`src/rtl/fifo_uart_tx.sv`:
```
// UART transmitter that drains an async FIFO read port.
// It pops one byte per frame and sends start, data LSB first, optional parity and stop.
// Tx_out is registered and goes idle high.

module fifo_uart_tx #(
    parameter int unsigned Data_width   = 8,
    parameter int unsigned Clks_per_bit = 4,
    parameter int unsigned Cnt_width    = 16
) (
    input  logic                  Rclk,
    input  logic                  Rrst,
    input  logic                  Rempty,
    input  logic [Data_width-1:0] Rdata,
    output logic                  Rinc,
    input  logic                  Tx_en,
    input  logic                  Par_en,
    input  logic                  Par_typ,
    output logic                  Tx_out,
    output logic                  Busy,
    output logic [Cnt_width-1:0]  Frame_cnt
);

    // Keep counters at least one bit wide so Clks_per_bit=1 or Data_width=1 still elaborate.
    localparam int unsigned PrescW = (Clks_per_bit > 1) ? $clog2(Clks_per_bit) : 1;
    localparam int unsigned BitW   = (Data_width > 1) ? $clog2(Data_width) : 1;

    localparam logic [PrescW-1:0] PrescLast = PrescW'(Clks_per_bit - 1);
    localparam logic [BitW-1:0]   BitLast   = BitW'(Data_width - 1);

    typedef enum logic [2:0] {
        StIdle,
        StStart,
        StData,
        StParity,
        StStop
    } state_e;

    state_e                state_q, state_d;
    logic [Data_width-1:0] shift_q, shift_d;
    logic [BitW-1:0]       bit_cnt_q, bit_cnt_d;
    logic [PrescW-1:0]     presc_q, presc_d;
    logic                  par_en_q, par_en_d;
    logic                  par_bit_q, par_bit_d;
    logic                  tx_q, tx_d;
    logic [Cnt_width-1:0]  frame_cnt_q, frame_cnt_d;

    logic pop;
    logic bit_done;

    // Pop only from IDLE. The FIFO's late Rempty update then can never cause a second pop.
    assign pop      = (state_q == StIdle) & ~Rempty & Tx_en & ~Rrst;
    assign bit_done = (presc_q == PrescLast);

    // Next-state and datapath: tx_d always carries the level of the bit being entered.
    always_comb begin
        state_d     = state_q;
        shift_d     = shift_q;
        bit_cnt_d   = bit_cnt_q;
        presc_d     = presc_q;
        par_en_d    = par_en_q;
        par_bit_d   = par_bit_q;
        tx_d        = tx_q;
        frame_cnt_d = frame_cnt_q;

        unique case (state_q)
            StIdle: begin
                tx_d      = 1'b1;
                presc_d   = '0;
                bit_cnt_d = '0;
                if (pop) begin
                    // Frame options are frozen at the pop; later changes wait for the next frame.
                    shift_d   = Rdata;
                    par_en_d  = Par_en;
                    par_bit_d = (^Rdata) ^ Par_typ;
                    state_d   = StStart;
                    tx_d      = 1'b0;
                end
            end

            StStart: begin
                if (bit_done) begin
                    presc_d = '0;
                    state_d = StData;
                    tx_d    = shift_q[0];
                    shift_d = shift_q >> 1;
                end else begin
                    presc_d = presc_q + PrescW'(1);
                end
            end

            StData: begin
                if (bit_done) begin
                    presc_d = '0;
                    if (bit_cnt_q == BitLast) begin
                        bit_cnt_d = '0;
                        if (par_en_q) begin
                            state_d = StParity;
                            tx_d    = par_bit_q;
                        end else begin
                            state_d = StStop;
                            tx_d    = 1'b1;
                        end
                    end else begin
                        bit_cnt_d = bit_cnt_q + BitW'(1);
                        tx_d      = shift_q[0];
                        shift_d   = shift_q >> 1;
                    end
                end else begin
                    presc_d = presc_q + PrescW'(1);
                end
            end

            StParity: begin
                if (bit_done) begin
                    presc_d = '0;
                    state_d = StStop;
                    tx_d    = 1'b1;
                end else begin
                    presc_d = presc_q + PrescW'(1);
                end
            end

            StStop: begin
                if (bit_done) begin
                    presc_d     = '0;
                    state_d     = StIdle;
                    tx_d        = 1'b1;
                    frame_cnt_d = frame_cnt_q + Cnt_width'(1);
                end else begin
                    presc_d = presc_q + PrescW'(1);
                end
            end

            default: begin
                state_d = StIdle;
                tx_d    = 1'b1;
                presc_d = '0;
            end
        endcase
    end

    // State register. A synchronous reset aborts any frame; the popped byte is dropped.
    always_ff @(posedge Rclk) begin
        if (Rrst) begin
            state_q     <= StIdle;
            shift_q     <= '0;
            bit_cnt_q   <= '0;
            presc_q     <= '0;
            par_en_q    <= 1'b0;
            par_bit_q   <= 1'b0;
            tx_q        <= 1'b1;
            frame_cnt_q <= '0;
        end else begin
            state_q     <= state_d;
            shift_q     <= shift_d;
            bit_cnt_q   <= bit_cnt_d;
            presc_q     <= presc_d;
            par_en_q    <= par_en_d;
            par_bit_q   <= par_bit_d;
            tx_q        <= tx_d;
            frame_cnt_q <= frame_cnt_d;
        end
    end

    assign Rinc      = pop;
    assign Tx_out    = tx_q;
    assign Busy      = (state_q != StIdle);
    assign Frame_cnt = frame_cnt_q;

endmodule

```
`config.mk`:
```
export PLATFORM = sky130hd
export DESIGN_NAME = fifo_uart_tx
export DESIGN_NICKNAME = d
export VERILOG_FILES = /design/src/rtl/fifo_uart_tx.sv
export SDC_FILE = /design/constraint.sdc
export NUM_CORES = 1
export LEC_CHECK = 0
export BUFFER_PORTS_ARGS = -buffer_cell sky130_fd_sc_hd__buf_2
export CAP_MARGIN = 5
export CORE_MARGIN = 8
export CORE_UTILIZATION = 30
export CTS_CLUSTER_DIAMETER = 30
export DETAILED_ROUTE_END_ITERATION = 16
export HOLD_SLACK_MARGIN = 0.02
export PLACE_DENSITY_LB_ADDON = 0.08
export SYNTH_ARGS = -nofsm -noshare
export SYNTH_HDL_FRONTEND = slang
export SYNTH_SLANG_ARGS = --single-unit
```
`constraint.sdc`:
```
create_clock -name Rclk -period 1.95 [get_ports Rclk]
set_input_delay 0.4875 -clock Rclk [delete_from_list [all_inputs] [get_ports Rclk]]
set_output_delay 0.4875 -clock Rclk [all_outputs]
set_load 0.02 [all_outputs]
```
==> results.py <==
metrics = {
    "setup_path": {
        "cp_slowest_cell": "or3_4",
        "worstPathMaxFanout": 8,
        "crit_start": "state_q[1]",
        "critPathMaxStageDelay_ps": 420,
        "path_cells": "or3_4 -> nor2_1 -> buf_2",
        "r2r_start": "presc_q[0]",
        "crit_path_end_kind": "primary output",
        "path_class": "flop to primary output",
        "critPathRequiredTime_ps": 1460,
        "crit_arrival_ps": 1380,
        "cp-start-kind": "flop",
    },
    "power": {
        "p_sw_share_pct": 22.8,
        "clockPowerShare_pct": 44.2,
        "p_seq_share_pct": 47.3,
        "p_switching_w": 0.000356,
        "comb_power_share_pct": 8.6,
        "ir_drop_v": 0.000470,
        "power.density_nw_per_um2": 697,
        "p_leak_nw": 0.926,
        "p_int_w": 0.00121,
    },
    "global_routing": {
        "grt_pass1_wl_um": 7690,
        "grt_max_degree": 37,
        "antenna_found_initial": 0,
        "globalRoute.totalOverflow": 0,
        "first_global_vias": 1573,
        "grt_use_total_pct": 10.8,
    },
    "routing": {
        "wl_per_cell_um": 13.8,
        "first_pass_iters": 4,
        "drc_errors": 0,
        "drt_iter0_drc": 57,
        "ant_nets": 0,
        "num_vias": 1635,
        "drt-total-wl_um": 4510,
        "viasPerCell": 5.00,
    },
    "place": {
        "port_buffers": 32,
        "pre_cts_slack_ps": 113,
        "dp.cells": 319,
        "place_area_um2": 2120,
        "gp_congestion": 0.736,
        "dp_hpwl_um": 3180,
    },
    "yosys": {
        "synth_flop_cell": "dfxtp_1",
        "synth_nets": 232,
        "synth-edff-count": 0,
        "yosysSeqAreaShare_pct": 37.9,
        "synth_cell_type_count": 45,
        "ys_warn_count": 0,
        "syn_area_per_cell_um2": 8.65,
        "syn_area_um2": 1850,
        "synthArstFlopShare_pct": 0,
        "syn_inst": 214,
        "ys_seq_elements": 35,
    },
    "floorplanning": {
        "dieArea_um2": 8940,
        "num_rows": 28,
        "dieHeight_um": 94.5,
        "ios": 33,
        "initial_core_util_pct": 31.1,
        "coreArea_um2": 5960,
        "die_w_um": 94.5,
    },
    "sta": {
        "fmax_mhz": 536,
        "finalCriticalPeriod_ps": 1860,
        "fin_crit_sh_pct": 95.6,
        "max_slew_margin_pct": 73.4,
        "final_hold_viol_count": 0,
        "finalSetupViolations": 0,
        "skew_ps": 9.01,
        "setup_slack_ps": 85.8,
        "drv_slew": 0,
        "tightest_slew_ps": 400,
        "grt_setup_unrepaired": "no",
        "tns_ps": 0,
    },
    "job": {
        "drv_cap": 0,
    },
    "clock_network": {
        "cts_sinks": 35,
        "htreeDepth": 2,
        "postCtsSetupBuffers": 0,
        "clock_path_buffers": 2,
        "path_clk_slew_ps": 70,
        "clock_latency_ps": 290,
        "clock-root-buffer": "clkbuf_8",
        "cts_buffers": 5,
        "cts_tree": "yes",
    },
    "final_layout": {
        "drive_gt1_share_pct": 25.4,
        "final_common_cell": "dfxtp_1",
        "final_nets": 269,
        "final_cell_mix": "dfxtp_1, buf_2, nor2_1, o21ai_0, a21oi_1",
        "area_delta_synth_final_pct": 21.3,
        "fin_area_um2": 2240,
        "antennaDiodeCount": 0,
        "final_cells": 327,
    },
    "worst_hold_path": {
        "holdCritStartpoint": "presc_q[0]",
        "worstHoldPathType": "flop to flop",
    },
    "outcome": {
        "status": "finished clean",
    },
}
power groups by stage:
stage	clock, W	sequential, W	combinational [W]
after global placement	0	0.000756	0.000136
after floorplan	0	0.000753	0.0000933
final	0.000691	0.000739	0.000134
after global routing	0.000737	0.000742	0.000151
after CTS	0.000722	0.000739	0.000136
after detailed placement	0	0.000756	0.000134
sequential cells by signal (all words and copies together), names as in the netlist:
| register | cells |
|---|---|
| Frame_cnt | 16 |
| Tx_out | 1 |
| bit_cnt_q | 3 |
| par_bit_q | 1 |
| par_en_q | 1 |
| presc_q | 2 |
| shift_q | 8 |
| state_q | 3 |
Yosys cell counts (4+ instances only):
cell type,instances,area [µm²]
dfxtp_1,35,701
nor2_1,22,82.6
o21ai_0,22,110
a21oi_1,20,100
nand3_1,15,75.1
xor2_1,10,87.6
nand2_1,8,30.0
a311oi_1,7,61.3
and3_1,7,43.8
xnor2_1,7,61.3
clkbuf_1,6,22.5
nor2b_1,6,37.5
ha_1,4,50.1
nand4_1,4,25.0
per-layer routing:
metal	up-vias	wire length [µm]	global-route usage, %
met2	26	1920	15.8
met5	-	0	0
met4	0	63	4.68
met1	753	2280	14.6
li1	851	-	-
met3	5	240	2.86
final timing paths:
| kind | endpoint | slack, ps | cells past startpoint |
|---|---|---|---|
| max | Rinc | 90 | 3 |
| min | presc_q[0] | 420 | 1 |
| max reg2reg | Frame_cnt[15] | 180 | 5 |
| min reg2reg | presc_q[0] | 420 | 1 |
worst max-delay path: cells and delay by family (launching register included):
| kind | cells | cell delay, ps |
|---|---|---|
| DFF | 1 | 360 |
| and+or+nand+nor | 2 | 560 |
| buffers and inverters | 1 | 180 |
what timing repair did:
action	in CTS	in global routing
gates resized for setup	1	2
hold buffers	0	0
endpoints found under the setup margin	1	1
pin swaps	0	0
endpoints found under the hold margin	0	0
area by class of cell:
type	count	area (µm²)
fillers	647	3710
clock inverters	2	35.0
multi-input cells	163	1080
repair buffers	43	243
inverters	3	11.3
well taps	75	93.8
clock buffers	6	82.6
flip-flops and latches	35	703
metrics by stage:
step	hold WS, ps	power, W	utilization, %
detailed placement	422	0.000890	35.6
finish	424	0.00156	37.7
CTS	423	0.00160	37.6
floorplan	399	0.000847	-
global route	451	0.00163	37.7
global placement	422	0.000892	35.6
kinds of logic (layout without fill, tap and decap cells):
family          after synthesis  count (layout)  share of synthesized area (%)
simple gates                 81              81                           24.9
flops                        35              35                           37.9
compound gates               57              57                           19.2
xor+xnor                     18              18                           9.26
mux                           3               3                           1.76
buf+inv                      16              54                           4.26
fa+ha+maj                     4               4                           2.70
(Power assumes the default switching activity.)
